File: src/rtl/pipeline_hazard_unit.sv
// ---------------------------------------------------------------------------
// pipeline_hazard_unit
//   Hazard unit on the consumer side of the pipelined controller. It watches
//   the staged EX/MEM/WB control and destination registers plus the ID source
//   registers. It drives the signals that go back up the pipe: PC/IF-ID hold,
//   ID/EX bubble, wrong-path flushes and the ALU forwarding selects. It also
//   keeps saturating stall/flush event counters for debug.
//
// Ports
//   clk, rst                 clock (rising edge), synchronous active-high reset
//   id_rs, id_rt, id_uses_rt source registers of the ID instruction
//   ex_rs, ex_rt             source registers of the EX instruction
//   ex_memread, ex_dst       load in EX and its write register
//   mem_regwrite, mem_dst    MEM writeback info
//   mem_redirect             taken branch/jump resolved in MEM
//   wb_regwrite, wb_dst      WB writeback info
//   pc_hold, idex_bubble     load-use stall controls
//   flush_ifid/idex/exmem    wrong-path flushes
//   fwd_a, fwd_b             ALU operand selects (00 regfile, 10 MEM, 01 WB)
//   stall_count, flush_count saturating event counters
// ---------------------------------------------------------------------------
module pipeline_hazard_unit #(
   parameter int REG_W = 5,
   parameter int CNT_W = 16
) (
   input  logic             clk,
   input  logic             rst,
   input  logic [REG_W-1:0] id_rs,
   input  logic [REG_W-1:0] id_rt,
   input  logic             id_uses_rt,
   input  logic [REG_W-1:0] ex_rs,
   input  logic [REG_W-1:0] ex_rt,
   input  logic             ex_memread,
   input  logic [REG_W-1:0] ex_dst,
   input  logic             mem_regwrite,
   input  logic [REG_W-1:0] mem_dst,
   input  logic             mem_redirect,
   input  logic             wb_regwrite,
   input  logic [REG_W-1:0] wb_dst,
   output logic             pc_hold,
   output logic             idex_bubble,
   output logic             flush_ifid,
   output logic             flush_idex,
   output logic             flush_exmem,
   output logic [1:0]       fwd_a,
   output logic [1:0]       fwd_b,
   output logic [CNT_W-1:0] stall_count,
   output logic [CNT_W-1:0] flush_count
);

   // SHADOW marks the one cycle after a redirect, when the instruction in ID
   // is a wrong-path remnant that must not be allowed to trigger a stall.
   typedef enum logic {RUN = 1'b0, SHADOW = 1'b1} state_t;

   localparam logic [CNT_W-1:0] CNT_MAX = '1;
   localparam logic [CNT_W-1:0] CNT_ONE = CNT_W'(1);

   state_t           state_q, state_d;
   logic [CNT_W-1:0] stall_count_q, stall_count_d;
   logic [CNT_W-1:0] flush_count_q, flush_count_d;
   logic             load_use;

   // Register 0 is hardwired, so it can never create a dependency.
   always_comb begin
      load_use = ex_memread && (ex_dst != '0) &&
                 ((ex_dst == id_rs) || (id_uses_rt && (ex_dst == id_rt)));
   end

   always_comb begin
      state_d       = state_q;
      stall_count_d = stall_count_q;
      flush_count_d = flush_count_q;
      pc_hold       = 1'b0;
      idex_bubble   = 1'b0;
      flush_ifid    = 1'b0;
      flush_idex    = 1'b0;
      flush_exmem   = 1'b0;
      if (rst) begin
         // Outputs stay quiet; state and counters are cleared by the flops.
         state_d = RUN;
      end else if (mem_redirect) begin
         // Redirect wins over any stall, in either state.
         flush_ifid  = 1'b1;
         flush_idex  = 1'b1;
         flush_exmem = 1'b1;
         state_d     = SHADOW;
         if (flush_count_q != CNT_MAX) flush_count_d = flush_count_q + CNT_ONE;
      end else begin
         case (state_q)
            RUN: begin
               pc_hold     = load_use;
               idex_bubble = load_use;
               if (load_use && (stall_count_q != CNT_MAX))
                  stall_count_d = stall_count_q + CNT_ONE;
            end
            SHADOW:  state_d = RUN;
            default: state_d = RUN;
         endcase
      end
   end

   // Forwarding is independent of the FSM; MEM is the newer value so it wins.
   always_comb begin
      fwd_a = 2'b00;
      fwd_b = 2'b00;
      if (!rst) begin
         if (mem_regwrite && (mem_dst != '0) && (mem_dst == ex_rs))   fwd_a = 2'b10;
         else if (wb_regwrite && (wb_dst != '0) && (wb_dst == ex_rs)) fwd_a = 2'b01;
         if (mem_regwrite && (mem_dst != '0) && (mem_dst == ex_rt))   fwd_b = 2'b10;
         else if (wb_regwrite && (wb_dst != '0) && (wb_dst == ex_rt)) fwd_b = 2'b01;
      end
   end

   always_ff @(posedge clk) begin
      if (rst) begin
         state_q       <= RUN;
         stall_count_q <= '0;
         flush_count_q <= '0;
      end else begin
         state_q       <= state_d;
         stall_count_q <= stall_count_d;
         flush_count_q <= flush_count_d;
      end
   end

   assign stall_count = stall_count_q;
   assign flush_count = flush_count_q;

endmodule

File: config.mk
export PLATFORM = sky130hd
export DESIGN_NAME = pipeline_hazard_unit
export DESIGN_NICKNAME = d
export VERILOG_FILES = /design/src/rtl/pipeline_hazard_unit.sv
export SDC_FILE = /design/constraint.sdc
export NUM_CORES = 1
export LEC_CHECK = 0
export CAP_MARGIN = 10
export CORE_ASPECT_RATIO = 0.75
export CORE_MARGIN = 2
export CORE_UTILIZATION = 44
export DETAILED_ROUTE_END_ITERATION = 6
export HOLD_SLACK_MARGIN = 0.03
export PLACE_DENSITY = 0.81
export REMOVE_ABC_BUFFERS = 1
export SYNTH_ARGS = -nofsm -noshare
export SYNTH_HDL_FRONTEND = slang
export SYNTH_SLANG_ARGS = --single-unit
File: constraint.sdc
create_clock -name clk -period 2.06 [get_ports clk]
set_input_delay 0.206 -clock clk [delete_from_list [all_inputs] [get_ports clk]]
set_output_delay 0.206 -clock clk [all_outputs]
set_load 0.1 [all_outputs]
==> impl_metrics.tcl, run 1 <==
set metrics [dict create \
    outcome "finished clean" \
    routedWlPerCell_um 14.8 \
    initial_core_util 0.462 \
    min_from "flush_count[13]" \
    cts.path.max_buffers 2 \
    gr-total-overflow 0 \
    dieHeight_um 63.5 \
    ys_types 37 \
    grt_pass1_wl_um 9900 \
    ios 83 \
    required_ns 1.85 \
    use_met1 0.299 \
    setup_viol 0 \
    netlist_top_cells_count "33 x dfxtp_1, 30 x xor2_1, 20 x nor2_1, 17 x nand3_1, 15 x or4_1" \
    num-nets-final 406 \
    synth-async-reset-ratio 0 \
    placed_cell_area_um2 3130 \
    grt_pass1_vias 2123 \
    grt_util_met3 0.0564 \
    syn_to_final_growth_pct 62.8 \
    total_leakage_power_nw 1.37 \
    first_pass_iters 4 \
    ys.warnings.count 0 \
    fin_cells 420 \
    start_kind "primary input" \
    yosysTopAreaCell "dfxtp_1" \
    reg2reg_depth 6 \
    fmax_mhz 502 \
    dpl.hpwl_um 4570 \
    h-tree-depth 2 \
    final-max-slew-violation-count 0 \
    crit_path_cell_trace "clkdlybuf4s50_1, xor2_1, nor4_2, a32oi_2, nor3_4, buf_12" \
    slowest_delay_ns 0.41 \
    worstReg2RegStart "stall_count[0]" \
    crit_slowest_cell "clkdlybuf4s50_1" \
    syn_inst 250 \
    whs_path_depth 2 \
    cts_root_buf "clkbuf_8" \
    min_path_type "flip-flop to flip-flop" \
    relSlewSlack 0.593 \
    holdPathEnd "flush_count[13]" \
    power_density_nw_per_um2 482 \
    place.gp.congestion 0.887 \
    hold_viol 0 \
    power_w 0.00163 \
    syn_area_per_cell_um2 8.31 \
    drive_above_1_share 0.284 \
    coreArea_um2 4490 \
    worstSkewPairLatency_ns 0.28 \
    clock_sinks 33 \
    die_w_um 83.3 \
    synth-seq-cells 33 \
    dp_cells 406 \
    grt_max_degree 27 \
    crit_fanout 4 \
    grtUsageTotal 0.228 \
    synth-main-ff-cell "dfxtp_1" \
    maxCapViolCount 0 \
    viasPerCell 5.63 \
    arrival_ns 1.78 \
    ant_nets 0 \
    tightest_slew_ns 0.609 \
    end_kind "output port" \
    criticalPathCategory "primary input to output port" \
    grt_busiest_layer "met2" \
    final.min_clock_period_ns 1.99 \
    clk_pin_slew_ns 0.07 \
    yosysMostFrequentCell "dfxtp_1" \
    final_area_um2 3380 \
    numCtsBuffers 5 \
    cts_hold_buf 0 \
    dr.first_iter.drc_count 144 \
    wl_um 6200 \
    use_met2 0.368 \
    drc 0 \
    r2r_end "stall_count[15]" \
    fin_crit_sh 0.966 \
    holdWs_ns 0.512 \
    ys_top_cells_by_area "dfxtp_1 32%, xor2_1 13%, xnor2_1 5.5%" \
    dieArea_um2 5290 \
    synth_edf_count 0 \
    cts_tree "yes" \
    post-synth-top-area-fraction 0.318 \
    antenna_cells 0 \
    finalClockSkew_ns 0.00545 \
    antenna_found_initial 0 \
    via_count 2366 \
    netlist_area_um2 2080 \
    rows 21 \
    r2r_slack_ns 0.16 \
    port_buffers 82 \
    peakVddDrop_mv 0.335 \
    yosysSeqAreaShare 0.318 \
]
## layout by cell type, fill, tap and decap left out, types with 3 or more instances in the layout
cell type	count
a21oi_1	13
and2_1	5
and3_1	5
and4_1	5
buf_12	9
buf_4	61
buf_6	5
clkbuf_2	3
clkbuf_8	6
clkdlybuf4s15_1	4
clkdlybuf4s50_1	17
dfxtp_1	33
dlygate4sd2_1	11
dlymetal6s2s_1	6
nand2_1	12
nand3_1	17
nand4_1	14
nor2_1	20
nor3_2	3
nor4_2	4
o211ai_1	6
o21ai_0	4
o31ai_1	9
or3_1	3
or4_1	13
xnor2_1	13
xor2_1	29
## sequential cells by signal (all words and copies together), names as in the netlist
name         flops
flush_count     16
stall_count     16
state_q          1
## layout make-up
type	count	area [um2]
multi-input combinational	203	1430
fill	351	1110
timing repair buffer	117	1100
sequential	33	661
clock buffer	7	86.3
tap	57	71.3
clock inverter	1	30.0
inverter	2	7.51
## worst max-delay path, delay by kind of cell
family / cells / cell delay [ns]
buffers and inverters: 2 / 0.63
AND/OR/NAND/NOR: 2 / 0.56
AO/OA/AOI/OAI: 1 / 0.23
XOR/XNOR: 1 / 0.16
## power breakdown
group,internal [W],switching (W)
Sequential,0.000643,0.00000692
Clock,0.000394,0.000239
Combinational,0.000160,0.000187
Total,0.00120,0.000433
## logic make-up after synthesis
group / synth area share
mux: 0.0102
simple gates: 0.304
flops: 0.318
buf+inv: 0.0337
fa+ha+maj: 0.0120
compound gates: 0.140
xor+xnor: 0.181
## worst max-delay path by stage
| stage | slack (ns) | cells past startpoint | end | from |
|---|---|---|---|---|
| final | 0.07 | 6 | pc_hold | id_rt[3] |
| after global routing | -0.04 | 6 | pc_hold | id_rt[3] |
| after CTS | 0.006 | 7 | fwd_b[0] | wb_dst[2] |
| after detailed placement | -0.28 | 7 | fwd_a[0] | mem_dst[1] |
| after global placement | -0.26 | 7 | fwd_a[0] | mem_dst[2] |
| after floorplan | -3.53 | 4 | idex_bubble | ex_dst[4] |
## per-stage QoR
step	worst slack [ns]	util	TNS (ns)
finish	0.0692	0.752	0
global route	-0.0429	0.752	-0.0837
CTS	0.00599	0.737	0
detailed placement	-0.277	0.698	-3.72
global placement	-0.259	0.698	-2.90
floorplan	-3.53	-	-34.78
## what timing repair did
item | CTS | global route
pin swaps | 10 | 10
endpoints found under the hold margin | 0 | 0
gates resized for setup | 33 | 21
setup buffers | 2 | 3
setup endpoints to repair | 4 | 15
gates cloned | 0 | 1
## per-layer routing
metal / wire [um] / vias to the layer above
li1: - / 1165
met1: 2920 / 1109
met2: 2840 / 86
met3: 369 / 6
met4: 66 / 0
met5: 0 / -
(Power assumes the default switching activity.)
==> run 2, diff against run 1 <==
Settings changed: GPL_ROUTABILITY_DRIVEN set to 0.
==> results of run 2 <==
Same layout as run 1: the final DEF is identical, and so are final timing and power.
==> run 3, diff against run 2 <==
Settings changed: SETUP_SLACK_MARGIN set to 0.5.
==> run 3 against run 2 <==
  * Global-route usage rose by 6.8 points
  * Register-to-register slack got worse by 0.02 ns
  * Critical endpoint is now fwd_a[0]
  * Sequential power barely moved
  * Wire length is 69% higher
==> impl_metrics.tcl, run 3 (synthesis results as in run 1) <==
set metrics [dict create \
    relSlewSlack 0.683 \
    antenna_found_initial 0 \
    tightest_slew_ns 0.476 \
    coreArea_um2 4490 \
    wl_um 10400 \
    peakVddDrop_mv 0.376 \
    rsz0062_at_grt "yes" \
    grt_pass1_wl_um 12400 \
    final_core_util 0.898 \
    fin_crit_sh 0.964 \
    h-tree-depth 2 \
    viasPerCell 6.58 \
    power_density_nw_per_um2 429 \
    cts_root_buf "clkbuf_8" \
    num-nets-final 430 \
    end_kind "output port" \
    via_count 2920 \
    final_common_cell "buf_4" \
    maxCapViolCount 0 \
    hold_viol 0 \
    dr.first_iter.drc_count 358 \
    fmax_mhz 504 \
    start_kind "primary input" \
    crit_fanout 2 \
    port_buffers 82 \
    criticalPathCategory "primary input to output port" \
    total_leakage_power_nw 1.57 \
    setup_viol 0 \
    routedWlPerCell_um 23.5 \
    cts.path.max_buffers 2 \
    initial_core_util 0.462 \
    finalClockSkew_ns 0.00796 \
    rows 21 \
    syn_to_final_growth_pct 94.2 \
    placed_cell_area_um2 3130 \
    arrival_ns 1.78 \
    gr-total-overflow 0 \
    min_path_type "primary input to flip-flop" \
    grt_max_degree 25 \
    r2r_slack_ns 0.14 \
    die_w_um 83.3 \
    final-max-slew-violation-count 0 \
    grt_pass1_vias 2549 \
    drive_above_1_share 0.587 \
    worstSkewPairLatency_ns 0.29 \
    outcome "finished clean" \
    dpl.hpwl_um 4570 \
    grtUsageTotal 0.295 \
    final_area_um2 4030 \
    final_cell_mix "68 x buf_4, 29 x xor2_1, 29 x buf_6" \
    antenna_cells 0 \
    ant_nets 0 \
    drc 0 \
    ios 83 \
    first_pass_iters 5 \
    dieArea_um2 5290 \
    final.min_clock_period_ns 1.99 \
    cts_tree "yes" \
    clk_pin_slew_ns 0.07 \
    numCtsBuffers 5 \
    required_ns 1.85 \
    dieHeight_um 63.5 \
    clock_sinks 33 \
]
run 3: cell count changes in the layout (fill, tap and decap cells not counted), moves of 8 or more:
cell	previous run	this run
o31ai_1	9	1
buf_6	5	29
a21oi_2	1	9
buf_2	1	10
clkdlybuf4s50_1	17	3
nand3_1	17	8
dfxtp_2	0	15
dfxtp_1	33	12
a21oi_1	13	5
run 3: path summary, 6_finish.rpt:
kind                    from              end  depth (start not counted)
max                 ex_rs[2]         fwd_a[0]                          6
min                      rst   flush_count[3]                          3
max reg2reg   stall_count[1]  stall_count[14]                          7
min reg2reg  flush_count[13]  flush_count[13]                          2
run 3: repair_timing:
item                                    CTS  global route
hold buffers                              0             0
endpoints found under the setup margin   37            34
resized for setup                       186            76
pin swaps                                50            31
gates cloned                              2             1
setup buffers                            19             8
run 3: worst max-delay path: stages:
cell and delay, ns:
dlygate4sd2_1 0.31, xor2_1 0.18, or4_1 0.45, nor4_2 0.30
buf_4 0.17, buf_12 0.16
run 3: stage by stage:
stage                     TNS [ns]  hold slack (ns)  setup WS [ns]  total power, W  instances
after global routing             0            0.457         0.0231         0.00178        444
after detailed placement     -3.72            0.514         -0.277        0.000994        406
after CTS                        0            0.434          0.170         0.00167        435
after global placement       -2.90            0.493         -0.259        0.000988        406
final                            0            0.453         0.0747         0.00173        444
after floorplan             -34.78            0.275          -3.53        0.000806        238
run 3: report_power, final:
group	internal, W	switching (W)
combinational	0.000182	0.000242
clock	0.000395	0.000263
sequential	0.000638	0.00000934
total	0.00121	0.000515
run 3: area by class of cell:
class / instances / area, um2
fill: 175 / 459
timing repair buffer: 141 / 1320
tap: 57 / 71.3
sequential: 33 / 702
inverter: 2 / 7.51
clock buffer: 7 / 86.3
multi-input combinational: 203 / 1810
clock inverter: 1 / 30.0
run 3: per-layer routing:
layer / global-route usage / vias up / wire length [um]
met5: 0 / - / 0
met2: 0.514 / 246 / 4970
met4: 0.113 / 0 / 544
met1: 0.341 / 1401 / 3810
met3: 0.0904 / 58 / 1120
li1: - / 1215 / -
